File: config.mk
export PLATFORM = sky130hd
export DESIGN_NAME = wait_time_calc_flat
export DESIGN_NICKNAME = d
export VERILOG_FILES = /design/src/rtl/wait_time_calc_pkg.sv /design/src/rtl/wait_time_calc_if.sv /design/src/rtl/wait_time_calc_divider.sv /design/src/rtl/wait_time_calc.sv /design/src/flat_wrapper.sv
export SDC_FILE = /design/constraint.sdc
export NUM_CORES = 1
export LEC_CHECK = 0
export ABC_AREA = 1
export ABC_CLOCK_PERIOD_IN_PS = 3650
export CAP_MARGIN = 20
export CORE_MARGIN = 1
export CORE_UTILIZATION = 40
export CTS_CLUSTER_SIZE = 16
export DETAILED_ROUTE_END_ITERATION = 10
export PLACE_DENSITY_LB_ADDON = 0.25
export SYNTH_ARGS = -nofsm -noshare
export SYNTH_HDL_FRONTEND = slang
export SYNTH_SLANG_ARGS = --single-unit
File: constraint.sdc
create_clock -name clk -period 3.65 [get_ports clk]
set_input_delay 0.73 -clock clk [delete_from_list [all_inputs] [get_ports clk]]
set_output_delay 0.73 -clock clk [all_outputs]
set_load 0.02 [all_outputs]
File: src/rtl/wait_time_calc_pkg.sv
// Shared FSM encoding and width-derivation helpers for the wait-time calculator.
// Constant functions only; no logic, no latency, no backpressure.
package wait_calc_pkg;

  typedef enum logic [1:0] {
    IDLE = 2'd0,
    MUL  = 2'd1,
    DIV  = 2'd2,
    DONE = 2'd3
  } state_t;

  function automatic int clog2(input int v);
    int r;
    r = 0;
    for (int i = 0; i < 31; i++) begin
      if ((1 << i) < v) r = i + 1;
    end
    return r;
  endfunction

  function automatic int st_w(input int service_time);
    return clog2(service_time + 1);
  endfunction

  function automatic int divd_w(input int count_w, input int teller_w, input int service_time);
    return count_w + teller_w + st_w(service_time);
  endfunction

endpackage

File: src/rtl/wait_time_calc_if.sv
// Request/result bundle between the queue counter and the wait-time calculator.
// start/done handshake; requests during a busy computation are dropped.
interface wait_time_calc_if #(
  parameter int COUNT_W  = 3,
  parameter int TELLER_W = 2,
  parameter int OUT_W    = 8
);
  logic                start;
  logic [COUNT_W-1:0]  count;
  logic [TELLER_W-1:0] tellers;
  logic                busy;
  logic                done;
  logic                err;
  logic [OUT_W-1:0]    wait_time;

  modport master (
    output start, count, tellers,
    input  busy, done, err, wait_time
  );

  modport slave (
    input  start, count, tellers,
    output busy, done, err, wait_time
  );
endinterface

File: src/rtl/wait_time_calc_divider.sv
// Unsigned restoring divider, one quotient bit per cycle MSB first; done pulses on the W-th step.
// Latency W cycles after load; a load while running restarts it, no other backpressure.
module seq_divider #(
  parameter int W = 7
) (
  input  logic         clk,
  input  logic         rst_n,
  input  logic         load,
  input  logic [W-1:0] dividend,
  input  logic [W-1:0] divisor,
  output logic         busy,
  output logic         done,
  output logic [W-1:0] quotient
);
  localparam int CNT_W = $clog2(W + 1);

  logic [W-1:0]     rem_q;
  logic [W-1:0]     quot_q;
  logic [W-1:0]     dvs_q;
  logic [CNT_W-1:0] cnt_q;

  logic [W:0]   partial;
  logic [W:0]   diff;
  logic         qbit;
  logic [W-1:0] rem_nxt;

  always_comb begin
    partial = {rem_q, quot_q[W-1]};
    diff    = partial - {1'b0, dvs_q};
    qbit    = ~diff[W];
    rem_nxt = qbit ? diff[W-1:0] : partial[W-1:0];
  end

  assign busy     = (cnt_q != '0);
  assign done     = (cnt_q == CNT_W'(1));
  // Valid only while done is high: the final bit is folded in combinationally.
  assign quotient = {quot_q[W-2:0], qbit};

  always_ff @(posedge clk or negedge rst_n) begin
    if (!rst_n) begin
      rem_q  <= '0;
      quot_q <= '0;
      dvs_q  <= '0;
      cnt_q  <= '0;
    end else if (load) begin
      rem_q  <= '0;
      quot_q <= dividend;
      dvs_q  <= divisor;
      cnt_q  <= CNT_W'(W);
    end else if (busy) begin
      rem_q  <= rem_nxt;
      quot_q <= {quot_q[W-2:0], qbit};
      cnt_q  <= cnt_q - CNT_W'(1);
    end
  end
endmodule

File: src/rtl/wait_time_calc.sv
// Wait = floor(SERVICE_TIME*(count+tellers-1)/tellers); DIVD_W+2 cycles, 1 for zero/illegal; start ignored unless IDLE.
// Optional macro WAIT_SAT_EN clamps an oversized quotient to all-ones instead of truncating it.
module wait_time_calc
  import wait_calc_pkg::*;
#(
  parameter int COUNT_W      = 3,
  parameter int TELLER_W     = 2,
  parameter int MAX_TELLERS  = 3,
  parameter int SERVICE_TIME = 3,
  parameter int OUT_W        = 8
) (
  input logic             clk,
  input logic             rst_n,
  wait_time_calc_if.slave bus
);
  localparam int DIVD_W = divd_w(COUNT_W, TELLER_W, SERVICE_TIME);
  localparam logic [DIVD_W-1:0] ST_V = DIVD_W'(SERVICE_TIME);

  state_t              state, state_nxt;
  logic [COUNT_W-1:0]  cnt_q;
  logic [TELLER_W-1:0] tel_q;
  logic                err_q;
  logic [OUT_W-1:0]    wt_q;

  logic              accept;
  logic              illegal;
  logic [DIVD_W-1:0] dividend;
  logic              div_busy;
  logic              div_done;
  logic [DIVD_W-1:0] div_quot;
  logic [OUT_W-1:0]  res;

  assign accept   = (state == IDLE) && bus.start;
  assign illegal  = (bus.tellers == '0) || (32'(bus.tellers) > MAX_TELLERS);
  assign dividend = ST_V * (DIVD_W'(cnt_q) + DIVD_W'(tel_q) - DIVD_W'(1));

  seq_divider #(.W(DIVD_W)) u_div (
    .clk      (clk),
    .rst_n    (rst_n),
    .load     (state == MUL),
    .dividend (dividend),
    .divisor  (DIVD_W'(tel_q)),
    .busy     (div_busy),
    .done     (div_done),
    .quotient (div_quot)
  );

  always_comb begin
    res = OUT_W'(div_quot);
`ifdef WAIT_SAT_EN
    if ((div_quot >> OUT_W) != '0) res = '1;
`endif
  end

  always_comb begin
    state_nxt = state;
    case (state)
      IDLE: if (bus.start) state_nxt = (illegal || bus.count == '0) ? DONE : MUL;
      MUL:  state_nxt = DIV;
      DIV:  if (div_done) state_nxt = DONE;
      DONE: state_nxt = IDLE;
      default: state_nxt = IDLE;
    endcase
  end

  always_ff @(posedge clk or negedge rst_n) begin
    if (!rst_n) begin
      state <= IDLE;
      cnt_q <= '0;
      tel_q <= '0;
      err_q <= 1'b0;
      wt_q  <= '0;
    end else begin
      state <= state_nxt;
      if (accept) begin
        cnt_q <= bus.count;
        tel_q <= bus.tellers;
        err_q <= illegal;
        wt_q  <= '0;
      end else if (state == DIV && div_done) begin
        wt_q <= res;
      end
    end
  end

  assign bus.busy      = (state != IDLE) || div_busy;
  assign bus.done      = (state == DONE);
  assign bus.err       = err_q;
  assign bus.wait_time = wt_q;
endmodule

File: src/flat_wrapper.sv
// flat-port wrapper written by rule: the top's interface ports become plain ports
module wait_time_calc_flat import wait_calc_pkg::*;
#(
  parameter int COUNT_W      = 3,
  parameter int TELLER_W     = 2,
  parameter int MAX_TELLERS  = 3,
  parameter int SERVICE_TIME = 3,
  parameter int OUT_W        = 8
)
  (clk, rst_n, bus_start, bus_count, bus_tellers, bus_busy, bus_done, bus_err, bus_wait_time);
  wait_time_calc_if #(.COUNT_W(COUNT_W), .TELLER_W(TELLER_W), .OUT_W(OUT_W)) bus_i ();
  input logic clk;
  input logic rst_n;
  input wire logic [$bits(bus_i.start)-1:0] bus_start;
  input wire logic [$bits(bus_i.count)-1:0] bus_count;
  input wire logic [$bits(bus_i.tellers)-1:0] bus_tellers;
  output wire logic [$bits(bus_i.busy)-1:0] bus_busy;
  output wire logic [$bits(bus_i.done)-1:0] bus_done;
  output wire logic [$bits(bus_i.err)-1:0] bus_err;
  output wire logic [$bits(bus_i.wait_time)-1:0] bus_wait_time;
  assign bus_i.start = bus_start;
  assign bus_i.count = bus_count;
  assign bus_i.tellers = bus_tellers;
  assign bus_busy = bus_i.busy;
  assign bus_done = bus_i.done;
  assign bus_err = bus_i.err;
  assign bus_wait_time = bus_i.wait_time;
  wait_time_calc #(.COUNT_W(COUNT_W), .TELLER_W(TELLER_W), .MAX_TELLERS(MAX_TELLERS), .SERVICE_TIME(SERVICE_TIME), .OUT_W(OUT_W)) u_core (.clk(clk), .rst_n(rst_n), .bus(bus_i));
endmodule
==> impl_metrics.toml, run 1 <==
[sta]
whs_ps = 489
fmax_mhz = 365
fin_crit_sh = 0.751
timing.final.crit_period_ps = 2740
clock_skew_ps = 11.0
rsz0062_at_grt = "no"
hold_viol = 0
finalSetupViolations = 0
max_slew.worst_pin.slew_ps = 531
slew_headroom = 0.645
slew_viol_final = 0
fin_setup_tns_ps = 0

[final_layout]
area_growth_pct = 17.1
final_cell_count_no_fill = 344
diodes = 0
finalNetCount = 304
fill_cells = 494
drive_gt1_frac = 0.0722
stdcell_area_um2 = 2390

[placement]
place.gp.congestion = 0.865
port_buffers = 17
place_inst = 336
post_dp_cell_area_um2 = 2290
place_hpwl_mm = 3.08

[logic_synthesis]
synth_top_area_frac = 0.417
ys_seq_area_frac = 0.417
synth-seq-cells = 34
syn_avg_cell_area_um2 = 8.06
syn-instance-count = 253
ys.flop_type = "dfrtp_1"
synth.area.mux_share = 0
synth_compound_area_frac = 0.110
syn_area_um2 = 2040
synth_top_family_by_area = "simple AND/OR/NAND/NOR gates"
yosys.area_share.xor_xnor = 0.0301
ys_warn_count = 0
ys_types = 26
async_flop_share = 1.00
synth_edf_count = 0
netlist_top_cells_area = "dfrtp_1, nand2_1, ha_1"
synth_top_cell_by_area = "dfrtp_1"
synthesis.nets = 281
yosys.area_share.simple = 0.228
synth_fa_ha_area_frac = 0.134

[global_routing]
globalRouteMet2Util = 0.312
grt_use_met1 = 0.232
overflow = 0
track_usage = 0.183
busiest_layer = "met2"
grt_pass1_vias = 1638
use_met3 = 0.0412
grt_pass1_wl_mm = 7.48
antenna_found_initial = 0
grt_max_degree = 35

[clock_network]
cts_root_buffer = "clkbuf_8"
cts_made_buffers = 5
htreeDepth = 2
cts_sinks = 34
cts_resized = 0
insertion_delay_ps = 290
ctsHoldBuffers = 0
post_cts_buffers = 0
clockBufferDepth = 2
path_clk_slew_ps = 70
cts_tree = "yes"

[die]
coreArea_um2 = 4820
start_util = 0.423
dieArea_um2 = 5380
io_pins = 19
dieWidth_um = 73.4
rows = 25
die_y_um = 73.4

[route]
wl_per_cell_um = 12.3
drc_errors = 0
drtIter0Drc = 74
ant_nets = 0
viasPerCell = 4.91
vias = 1690
first_pass_iters = 4
routed_wl_mm = 4.24

[hold_path]
hp-class = "reg -> reg"
min_from = "u_core.cnt_q[0]"

[power_and_ir_drop]
leakage_nw = 1.20
p_per_area_nw_per_um2 = 1070
vdd_ir_drop_max_uv = 393

[critical_path]
cpMaxStageDelayCell = "fa_1"
endpoint = "u_core.u_div.quot_q[5]"
cp.arrival_ps = 2950
cp-end-kind = "flip-flop"
path_cells = "ha_1, inv_1, fa_1, ha_1, inv_1, nand2_1, nand2_1, inv_1, fa_1, inv_1, nand2_1, nand2_1, a21oi_1, xor2_1, o21bai_1"
cpPeakStageDelay_ps = 440
cp-startpoint = "u_core.tel_q[0]"
crit_path_start_kind = "flip-flop"
r2r-start = "u_core.tel_q[0]"
path_class = "reg -> reg"
ff2ff_setup_slack_ps = 910
worstRegToRegCells = 15
rr_endpoint = "u_core.u_div.quot_q[5]"
worst_ep_required_time_ps = 3860
crit_fanout = 3

[flow_run]
drv_cap = 0

[outcome]
status = "completed"
## state kept, by name, indices dropped and copies added (netlist names)
name and flops:
u_core.u_div.cnt_q 3, u_core.state 2, u_core.cnt_q 3, u_core.tel_q 2, u_core.u_div.dvs_q 2, u_core.u_div.quot_q 7
u_core.u_div.rem_q 7, u_core.bus.err 1, u_core.bus.wait_time 7
## worst min-delay path by stage
stage,cells after the start,end,slack (ps)
finish,2,u_core.cnt_q[0],490
global route,2,u_core.cnt_q[0],510
CTS,2,u_core.u_div.dvs_q[0],490
detailed placement,2,u_core.u_div.dvs_q[0],470
global placement,2,u_core.u_div.dvs_q[0],470
floorplan,0,u_core.bus.err,430
## layout by cell type, fill, tap and decap left out, types with 6 or more instances in the layout
cell type        count
ha_1                17
clkbuf_8             6
nand3_1             20
inv_1               36
nor2_1              11
dfrtp_1             34
o21ai_0             17
nand2_1             70
a21oi_1              8
clkdlybuf4s50_1     17
## worst max-delay path, delay by kind of cell (launching register included)
kind / cells / cell delay [ps]
buffers and inverters: 4 / 340
adders and majority gates: 4 / 1300
DFF: 1 / 400
and+or+nand+nor: 4 / 260
AOI/OAI and AO/OA: 2 / 210
xor gates and xnor gates: 1 / 150
## layout make-up
class / instances / area (µm²) / area share
clock inverters: 2 / 12.5 / 0.00524
well taps: 67 / 83.8 / 0.0351
multi-input cells: 178 / 1030 / 0.431
clock buffers: 6 / 82.6 / 0.0346
flip-flops and latches: 34 / 851 / 0.357
inverters: 38 / 143 / 0.0598
repair buffers: 19 / 185 / 0.0776
## logic make-up after synthesis
family / count (synthesis)
xor gates and xnor gates: 7
DFF: 34
and+or+nand+nor: 111
buffers and inverters: 41
other: 1
adders and majority gates: 20
AOI/OAI and AO/OA: 39
## Yosys cell counts, types with 2 or more instances
master	n
nand2_1	70
inv_1	36
dfrtp_1	34
nand3_1	20
ha_1	17
o21ai_0	17
nor2_1	11
a21oi_1	8
nand2_2	5
o221ai_1	5
o21ai_1	4
xnor2_1	4
a22oi_1	3
fa_1	3
xor2_1	3
inv_2	2
nor2_2	2
## power breakdown
part | leakage, nW | total [mW] | switching (mW) | internal, mW
Clock | 0.0472 | 0.303 | 0.151 | 0.152
Sequential | 0.427 | 0.663 | 0.109 | 0.554
Combinational | 0.726 | 1.60 | 0.968 | 0.629
## routing by layer
| metal | up-vias | wire [µm] |
|---|---|---|
| met5 | - | 0 |
| met4 | 0 | 77 |
| met3 | 9 | 118 |
| met2 | 27 | 2010 |
| met1 | 797 | 2030 |
| li1 | 857 | - |
## stage by stage
stage,util,setup WS (ps),total power [mW]
after floorplan,-,1130,1.89
after global placement,0.476,1040,2.24
after detailed placement,0.476,931,2.27
after CTS,0.495,901,2.59
after global routing,0.495,619,2.87
final,0.495,908,2.56
No activity file was read; power rests on OpenSTA's default activity.
==> inputs of run 2 (changes only) <==
Settings changed: ABC_CLOCK_PERIOD_IN_PS 3650 to 2900.
Clock period 3.65 ns to 2.9 ns, I/O delays scaled along.
==> impl_metrics.toml, run 2 (same netlist as run 1, synthesis figures left out) <==
[route]
drtIter0Drc = 62
viasPerCell = 4.81
routed_wl_mm = 4.26
first_pass_iters = 4
drc_errors = 0
ant_nets = 0
vias = 1664
wl_per_cell_um = 12.3

[die]
die_y_um = 73.4
coreArea_um2 = 4820
dieArea_um2 = 5380
io_pins = 19
rows = 25
start_util = 0.423
dieWidth_um = 73.4

[hold_path]
hp-class = "reg -> reg"

[critical_path]
path_buf_inv = 4
critPathTopFamily = "adder cells"
crit_path_start_kind = "flip-flop"
ff2ff_setup_slack_ps = 230
cpPeakStageDelay_ps = 450
cp.depth = 15
r2r-start = "u_core.tel_q[0]"
cp.arrival_ps = 2890
worstRegToRegCells = 15
path_class = "reg -> reg"
cp-startpoint = "u_core.tel_q[0]"
rr_endpoint = "u_core.u_div.quot_q[5]"
worst_ep_required_time_ps = 3120
endpoint = "u_core.u_div.quot_q[5]"
path_cells = "ha_1, inv_1, fa_1, ha_2, inv_1, nand2_1, nand2_1, inv_1, fa_1, inv_1, nand2_1, nand2_1, a21oi_1, xor2_1, o21bai_1"
cp-end-kind = "flip-flop"
crit_fanout = 3
cpMaxStageDelayCell = "fa_1"

[final_layout]
fill_cells = 494
finalNetCount = 306
area_growth_pct = 17.7
multi_input_area_um2 = 1030
regArea_um2 = 851
drive_gt1_frac = 0.0789
diodes = 0
layout_common_cells = "nand2_1, inv_1, dfrtp_1"
layout_commonest_cell = "nand2_1"

[global_routing]
track_usage = 0.181
antenna_found_initial = 0
busiest_layer = "met2"
overflow = 0
use_met3 = 0.0329
globalRouteMet2Util = 0.313
grt_use_met1 = 0.227
grt_pass1_vias = 1649
grt_max_degree = 35
grt_pass1_wl_mm = 7.35

[sta]
fmax_mhz = 375
slew_viol_final = 0
fin_crit_sh = 0.920
clock_skew_ps = 7.87
slew_headroom = 0.438
fin_setup_tns_ps = 0
hold_viol = 0
final.setup.worst_slack_ps = 232
rsz0062_at_grt = "no"
finalSetupViolations = 0
max_slew.worst_pin.slew_ps = 840
timing.final.crit_period_ps = 2670

[outcome]
status = "completed"

[clock_network]
cts_tree = "yes"
cts_root_buffer = "clkbuf_8"
path_clk_slew_ps = 70
cts_made_buffers = 5
htreeDepth = 2
clockBufferDepth = 2
cts_sinks = 34
insertion_delay_ps = 290

[placement]
place.gp.congestion = 0.851
dp_slack_ps = 223
port_buffers = 17
place_hpwl_mm = 3.15

[flow_run]
drv_cap = 0
==> run 2: changes by cell type in the layout (fill, tap and decap cells not counted) <==
cell        previous run  this run
buf_4                  2         4
clkbuf_1               0         1
clkinvlp_4             1         0
ha_1                  17        16
ha_2                   0         1
==> run 2: per-stage QoR <==
stage | util | cells | instance area (µm²) | hold WS, ps
final | 0.498 | 346 | 2400 | 488
after global routing | 0.498 | 346 | 2400 | 511
after CTS | 0.495 | 344 | 2380 | 490
after detailed placement | 0.476 | 336 | 2290 | 470
after global placement | 0.476 | 336 | 2290 | 467
after floorplan | - | 253 | 2040 | 284
==> run 2: worst min-delay path by stage <==
stage / startpoint / end / slack, ps / cells past startpoint
floorplan: rst_n / u_core.bus.err / 280 / 0
detailed placement: u_core.u_div.dvs_q[0] / u_core.u_div.dvs_q[0] / 470 / 2
global route: u_core.cnt_q[0] / u_core.cnt_q[0] / 510 / 2
global placement: u_core.u_div.dvs_q[0] / u_core.u_div.dvs_q[0] / 470 / 2
finish: u_core.cnt_q[0] / u_core.cnt_q[0] / 490 / 2
CTS: u_core.u_div.dvs_q[0] / u_core.u_div.dvs_q[0] / 490 / 2
==> run 2: worst register-to-register path, cell delays in order (launching register included) <==
cell	delay, ps
dfrtp_1	400
ha_1	210
inv_1	70
fa_1	450
ha_2	220
inv_1	90
nand2_1	60
nand2_1	110
inv_1	70
fa_1	380
inv_1	100
nand2_1	60
nand2_1	60
a21oi_1	60
xor2_1	140
o21bai_1	120
==> run 2: timing repair <==
action / in CTS / in global routing
hold buffers: 0 / 0
resized for setup: 0 / 1
setup buffers: 0 / 2
endpoints found under the hold margin: 0 / 0
endpoints found under the setup margin: 0 / 2
==> run 2: layer usage <==
layer,wire (µm),part of all wire
met5,0,0
met4,67,0.016
met3,101,0.024
met2,2110,0.49
met1,1980,0.47
==> run 2: cell type report <==
cell class	instances	area share
sequential	34	0.355
inverter	38	0.0594
tap	67	0.0349
clock inverter	1	0.00209
clock buffer	7	0.0360
timing repair buffer	21	0.0834
multi-input combinational	178	0.430
Power of run 2 is not shown: default switching activity piles up to over one toggle a cycle in this logic, so the estimate is an artifact.
==> inputs of run 3 (changes only) <==
Settings changed: ABC_AREA 1 to 0, CELL_PAD_IN_SITES_DETAIL_PLACEMENT set to 1, CELL_PAD_IN_SITES_GLOBAL_PLACEMENT set to 1.
==> impl_metrics.toml, run 3 <==
[outcome]
status = "completed"

[die]
io_pins = 19
coreArea_um2 = 5170
rows = 26
die_y_um = 75.9
dieArea_um2 = 5760
dieWidth_um = 75.9
start_util = 0.422

[hold_path]
min_from = "u_core.bus.err"
hp-class = "reg -> reg"

[logic_synthesis]
synth_top_cell_by_area = "dfrtp_1"
ys_types = 48
syn_area_um2 = 2180
netlist_top_cells_area = "dfrtp_1, ha_1, nand2_1"
syn_avg_cell_area_um2 = 9.21
syn-instance-count = 237
synthesis.nets = 265
ys.flop_type = "dfrtp_1"
ys_warn_count = 0
synth_top_area_frac = 0.390
async_flop_share = 1.00
synth-seq-cells = 34
synth_edf_count = 0
synthTopCellsByCount = "dfrtp_1, nand2_1, inv_1"
ys_seq_area_frac = 0.390

[sta]
max_slew.worst_pin.slew_ps = 697
slew_viol_final = 0
rsz0062_at_grt = "no"
slew_headroom = 0.535
fin_crit_sh = 0.937
finalSetupViolations = 0
clock_skew_ps = 3.42
timing.final.crit_period_ps = 2720
fin_setup_tns_ps = 0
hold_viol = 0
fmax_mhz = 368

[flow_run]
drv_cap = 0

[placement]
port_buffers = 17
place_hpwl_mm = 3.66
place.gp.congestion = 0.775

[route]
wl_met2_mm = 2.51
dr.max_layer_used = "met4"
ant_nets = 0
routed_wl_mm = 5.11
first_pass_iters = 4
route.met3.wl_um = 77
drtIter0Drc = 93
drc_errors = 0
viasPerCell = 5.39
met1_length_mm = 2.45
wl_per_cell_um = 15.8
vias = 1740

[critical_path]
cp-startpoint = "u_core.tel_q[0]"
cp-end-kind = "flip-flop"
path_buf_inv = 3
worst_ep_required_time_ps = 3100
crit_fanout = 3
r2r-start = "u_core.tel_q[0]"
cpPeakStageDelay_ps = 450
critPathTopFamily = "adder cells"
path_class = "reg -> reg"
crit_path_start_kind = "flip-flop"
cp.arrival_ps = 2910
path_cells = "ha_1, inv_1, fa_1, ha_2, inv_2, xnor2_2, inv_1, fa_1, nor2b_1, o21ai_1, nor3b_1, o31ai_1"
cpMaxStageDelayCell = "fa_1"

[clock_network]
htreeDepth = 2
cts_made_buffers = 5
insertion_delay_ps = 290
post_cts_buffers = 0
path_clk_slew_ps = 70
cts_sinks = 34
cts_root_buffer = "clkbuf_8"
clockBufferDepth = 2
cts_tree = "yes"

[final_layout]
finalNetCount = 281
multi_input_area_um2 = 1230
fill_cells = 590
area_growth_pct = 16.9
regArea_um2 = 851
diodes = 0
layout_common_cells = "nand2_1, dfrtp_1, inv_1"
drive_gt1_frac = 0.0909

[global_routing]
overflow = 0
antenna_found_initial = 0
grt_max_degree = 35
grt_pass1_wl_mm = 8.80
track_usage = 0.209
grt_pass1_vias = 1814
## run 3: changes by cell type in the layout (fill, tap and decap cells not counted), moves of 5 or more
cell	change
nand2_1	-36
nand2_2	-5
inv_1	-17
mux2i_1	+7
a31oi_1	+5
nor2b_1	+6
nand3_1	-18
o221ai_1	-5
## run 3: cell type report
cell class,count,area share
clock buffer,6,0.0324
sequential,34,0.333
tap,70,0.0343
clock inverter,1,0.0118
timing repair buffer,20,0.0755
multi-input combinational,172,0.483
inverter,20,0.0294
## run 3: per-stage QoR
| step | setup WS, ps | hold slack [ps] | cell area (µm²) | instances | util |
|---|---|---|---|---|---|
| after floorplan | 249 | 284 | 2180 | 237 | - |
| after detailed placement | 14.7 | 484 | 2420 | 316 | 0.467 |
| final | 182 | 487 | 2550 | 323 | 0.493 |
| after CTS | 36.7 | 500 | 2530 | 323 | 0.489 |
| after global routing | 24.6 | 539 | 2550 | 323 | 0.493 |
| after global placement | 140 | 465 | 2420 | 316 | 0.467 |
## run 3: what timing repair did
| item | in CTS | in global routing |
|---|---|---|
| gates resized for setup | 1 | 5 |
| setup endpoints to repair | 1 | 1 |
| pin swaps | 0 | 1 |
| hold buffers | 0 | 0 |
| gates cloned | 0 | 0 |
## run 3: final timing paths
| kind | to | slack, ps | depth (start not counted) |
|---|---|---|---|
| setup reg to reg | u_core.u_div.quot_q[5] | 180 | 12 |
| hold / removal | u_core.bus.err | 490 | 2 |
| hold reg to reg | u_core.bus.err | 490 | 2 |
| min in group asynchronous | u_core.u_div.cnt_q[1] | 700 | 2 |
| setup / recovery | u_core.u_div.quot_q[5] | 180 | 12 |
| max in group asynchronous | u_core.u_div.rem_q[5] | 1880 | 2 |
## run 3: cell families after synthesis
logic type	Yosys count	share of synthesized area
DFF	34	0.390
other	1	0.00172
AOI/OAI and AO/OA	49	0.150
buffers and inverters	31	0.0556
xor gates and xnor gates	7	0.0281
muxes	9	0.0424
and+or+nand+nor	86	0.208
adders and majority gates	20	0.125
## run 3: worst min-delay path: cells and delay by family (launching register included)
kind,cells,cell delay (ps)
flops,1,350
simple gates,1,50
compound gates,1,50
## run 3: routing by layer
metal  GRT usage  vias up
met1       0.272      868
li1            -      849
met2       0.354       15
met5           0        -
met3      0.0317        8
met4      0.0741        0
Power of run 3 is left out for the same reason.
==> edit 1, RTL diff (config.mk and constraints of run 2) <==
`OUT_W` is set to 8 in 3 places; all go to 7.
--- a/src/rtl/wait_time_calc_if.sv
+++ b/src/rtl/wait_time_calc_if.sv
@@ -3,7 +3,7 @@
 interface wait_time_calc_if #(
   parameter int COUNT_W  = 3,
   parameter int TELLER_W = 2,
-  parameter int OUT_W    = 8
+  parameter int OUT_W    = 7
 );
   logic                start;
   logic [COUNT_W-1:0]  count;
--- a/src/rtl/wait_time_calc.sv
+++ b/src/rtl/wait_time_calc.sv
@@ -7,7 +7,7 @@
   parameter int TELLER_W     = 2,
   parameter int MAX_TELLERS  = 3,
   parameter int SERVICE_TIME = 3,
-  parameter int OUT_W        = 8
+  parameter int OUT_W        = 7
 ) (
   input logic             clk,
   input logic             rst_n,
--- a/src/flat_wrapper.sv
+++ b/src/flat_wrapper.sv
@@ -5,7 +5,7 @@
   parameter int TELLER_W     = 2,
   parameter int MAX_TELLERS  = 3,
   parameter int SERVICE_TIME = 3,
-  parameter int OUT_W        = 8
+  parameter int OUT_W        = 7
 )
   (clk, rst_n, bus_start, bus_count, bus_tellers, bus_busy, bus_done, bus_err, bus_wait_time);
   wait_time_calc_if #(.COUNT_W(COUNT_W), .TELLER_W(TELLER_W), .OUT_W(OUT_W)) bus_i ();
Ports: changed (resized bus_wait_time); port bits go from 19 to 18. No check against the original RTL was run, so the function may have changed too.
==> edit 1 against run 2 <==
- fmax is 0.98% lower
- sequential cell count did not move
- worst setup slack lost 0.026 ns
- first-iteration DRC count up 60%
- routed wire length decreased by 2.4%
- cell area up 0.31%
- synthesized area is 0.12% higher
- synthesized cell count shrank 2.8%
- sequential share of layout area shrank 0.11 points
- critical path type unchanged
- critical endpoint unchanged
- highest routed layer unchanged
Power is left out: the tool's default activity adds up to more than one toggle a clock period on the data nets, which glitch-free logic cannot reach.
==> edit 1: results (changes against run 2) <==
critPathSlowestCell: "fa_1"
wire_per_inst_um: 12.3  # -0.43%
dp.cells: 329  # -2.1%
grtUsageMet1_pct: 23.8  # +1.2 points
worstPathArrival_ns: 2.86  # -0.03 ns
status: "finished, final reports clean"
grt_pass1_wl_mm: 7.00  # -4.8%
synth.distinct_cells: 29  # +12%
synth_fp_nets: 274  # -2.5%
globalRouteTotalUtil_pct: 17.3  # -0.78 points
wl_met1_mm: 2.12  # +7.0%
use_met2_pct: 26.5  # -4.7 points
wl_met3_um: 105  # +4.0%
dpl_cell_area_um2: 2300  # +0.22%
dpl.hpwl_mm: 2.96  # -5.9%
ys_seq_area_share_pct: 41.7  # -0.051 points
relSlewSlack_pct: 44.5  # +0.72 points
fill_cells: 501  # +1.4%
ff2ff_setup_slack_ns: 0.21  # -0.03 ns
synth_commonest_cells: "nand2_1, inv_1, dfrtp_1, nand3_1, ha_1"
synth.avg_cell_area_um2: 8.30  # +3.0%
grt_pass1_vias: 1554  # -5.8%
layout-drive-gt1-share_pct: 8.46  # +0.57 points
drt_iter0_drc: 99  # +60%
route.vias.total: 1653  # -0.66%
gp_congestion: 0.784  # -7.8%
grt_use_met3_pct: 4.12  # +0.82 points
yosys-top-cells-area: "dfrtp_1, nand2_1, ha_1, inv_1, nand3_1"
finalNetCount: 299  # -2.3%
wl_met2_mm: 1.89  # -10%
fin_skew_ns: 0.00484  # -0.00302 ns
## edit 1: timing repair
item | 4_1_cts | 5_1_grt
hold buffers | 0 | 0
setup buffers | 0 | 2
gates resized for setup | 0 | 3
setup endpoints to repair | 0 | 1
## edit 1: through the flow
stage          worst slack (ns)  hold slack (ns)
5_1_grt                  0.0116            0.528
2_1_floorplan             0.319            0.284
3_5_place_dp              0.171            0.480
6_report                  0.205            0.495
3_3_place_gp              0.229            0.471
4_1_cts                   0.143            0.499
## edit 1: worst paths after layout
path | to | from | depth (start not counted)
worst min register to register | u_core.bus.err$_DFFE_PN0P_ | u_core.bus.err$_DFFE_PN0P_ | 2
worst max register to register | u_core.u_div.quot_q[5]$_DFFE_PN0P_ | u_core.tel_q[0]$_DFFE_PN0P_ | 14
worst max-delay path | u_core.u_div.quot_q[5]$_DFFE_PN0P_ | u_core.tel_q[0]$_DFFE_PN0P_ | 14
max in group asynchronous | u_core.bus.wait_time[6]$_DFFE_PN0P_ | rst_n | 2
worst min-delay path | u_core.bus.err$_DFFE_PN0P_ | u_core.bus.err$_DFFE_PN0P_ | 2
min in group asynchronous | u_core.u_div.cnt_q[0]$_DFFE_PN0P_ | rst_n | 2
## edit 1: cell type report
class | count | area, µm² | share of cell area [%]
Clock buffer | 7 | 86.3 | 3.59
Sequential cell | 34 | 851 | 35.3
Inverter | 39 | 146 | 6.08
Multi-Input combinational cell | 169 | 1030 | 42.7
Tap cell | 67 | 83.8 | 3.48
Timing Repair Buffer | 22 | 208 | 8.63
Clock inverter | 1 | 5.00 | 0.208
## edit 1: logic make-up after synthesis
family	share of synthesized area [%]
and+or+nand+nor	21.6
DFF	41.7
AOI/OAI and AO/OA	12.1
adders and majority gates	13.4
buffers and inverters	8.22
xor gates and xnor gates	3.00
==> edit 2, RTL diff (settings of run 2) <==
Without the edit above. Encoding of `state_t`: now Gray code (2 bits for 4 states).
--- a/src/rtl/wait_time_calc_pkg.sv
+++ b/src/rtl/wait_time_calc_pkg.sv
@@ -3,10 +3,10 @@
 package wait_calc_pkg;
 
   typedef enum logic [1:0] {
-    IDLE = 2'd0,
-    MUL  = 2'd1,
-    DIV  = 2'd2,
-    DONE = 2'd3
+    IDLE = 2'b00,
+    MUL  = 2'b01,
+    DIV  = 2'b11,
+    DONE = 2'b10
   } state_t;
 
   function automatic int clog2(input int v);
Formal check against the unedited RTL: no difference found for any inputs over 10 cycles, from zero or initial values and one cycle with rst_n low; not proved beyond that.
==> edit 2 against run 2 <==
- synthesized cell count up 4.0%
- sequential cell count unchanged
- cell area up 1.4%
- routed wire length down 4.9%
- worst setup slack better by 0.032 ns
- synthesized area up 0.55%
- final cell count up 2.3%
- critical path type unchanged
- critical endpoint is now u_core.u_div.quot_q[6]$_DFFE_PN0P_
- largest cell class unchanged
Power is not shown: default switching activity piles up to over one toggle a cycle in this logic, so the estimate is an artifact.
==> edit 2: results (changes against run 2) <==
worstHoldEndpoint: "u_core.u_div.quot_q[2]$_DFFE_PN0P_"
yosys-top-cells-area: "dfrtp_1, nand2_1, inv_1, ha_1, nand3_1"
grt_pass1_vias: 1653  # +0.24%
fin_skew_ns: 0.00585  # -0.00202 ns
dpl.hpwl_mm: 3.00  # -4.7%
drt_iter0_drc: 96  # +55%
status: "finished, final reports clean"
ys_seq_area_share_pct: 41.5  # -0.23 points
wl_met1_mm: 2.03  # +2.2%
layout-drive-gt1-share_pct: 9.06  # +1.2 points
ff2ff_setup_slack_ns: 0.26  # +0.03 ns
gp_congestion: 0.796  # -6.4%
cp_max_fo: 5  # +2
finalNetCount: 309  # +0.98%
globalRouteTotalUtil_pct: 17.9  # -0.18 points
grt_pass1_wl_mm: 7.29  # -0.75%
wl_met2_mm: 1.85  # -12%
rr_startpoint: "u_core.cnt_q[0]$_DFFE_PN0P_"
worstRegToRegCells: 16  # +1
relSlewSlack_pct: 63.8  # +20 points
fill_cells: 477  # -3.4%
drtPass1Iterations: 5  # +1
synth.distinct_cells: 30  # +15%
via_per_inst: 4.84  # +0.56%
fin_setup_tns_ns: 0  # unchanged
min_from: "u_core.u_div.quot_q[1]$_DFFE_PN0P_"
rr_endpoint: "u_core.u_div.quot_q[6]$_DFFE_PN0P_"
dp_slack_ns: 0.240  # +0.0166 ns
synth_fp_nets: 286  # +1.8%
## edit 2: logic make-up after synthesis
family | share of synthesized area, %
compound gates | 10.6
fa+ha+maj | 10.3
buf+inv | 9.10
simple gates | 27.5
other cells | 0.183
flops | 41.5
xor+xnor | 0.855
## edit 2: how the worst max path moves through the flow
stage,start,endpoint,slack [ns]
floorplan,u_core.tel_q[0]$_DFFE_PN0P_,u_core.u_div.quot_q[5]$_DFFE_PN0P_,0.44
global placement,u_core.tel_q[0]$_DFFE_PN0P_,u_core.u_div.quot_q[3]$_DFFE_PN0P_,0.32
detailed placement,u_core.cnt_q[0]$_DFFE_PN0P_,u_core.u_div.quot_q[5]$_DFFE_PN0P_,0.24
CTS,u_core.cnt_q[0]$_DFFE_PN0P_,u_core.u_div.quot_q[5]$_DFFE_PN0P_,0.22
global route,u_core.cnt_q[0]$_DFFE_PN0P_,u_core.u_div.quot_q[6]$_DFFE_PN0P_,0.0007
finish,u_core.cnt_q[0]$_DFFE_PN0P_,u_core.u_div.quot_q[6]$_DFFE_PN0P_,0.26
## edit 2: final cells by class
class	count	area share (%)
flip-flops and latches	34	35.0
multi-input cells	181	42.3
well taps	67	3.44
clock buffers	5	2.83
inverters	43	6.63
repair buffers	21	8.23
clock inverters	3	1.65
## edit 2: timing repair
item / CTS / global route
hold buffers: 0 / 0
endpoints found under the setup margin: 0 / 2
resized for setup: 0 / 5
setup buffers: 0 / 2
## edit 2: stage by stage
step	hold WS, ns	instances	instance area (µm²)
after floorplan	0.284	263	2050
after global placement	0.467	344	2290
after detailed placement	0.477	344	2290
after CTS	0.499	352	2400
after global routing	0.517	354	2430
final	0.494	354	2430
## edit 2: critical path, stage by stage, from the launching register on
cell and delay [ns]:
dfrtp_1 0.37, ha_1 0.17, inv_1 0.06, fa_1 0.40, or2_2 0.28, nand2_1 0.08
inv_1 0.06, nand3_1 0.12, xnor2_2 0.14, ha_1 0.30, nand3_1 0.11, nand3_1 0.09
nand2_1 0.09, nand2_1 0.06, nand2_1 0.05, nand2_1 0.05, a21oi_1 0.13
## edit 2: metal layers
layer  global-route usage [%]  vias to the layer above
li1                         -                      894
met1                     24.2                      787
met2                     28.4                       24
met3                     3.29                        7
met4                     7.05                        0
met5                        0                        -
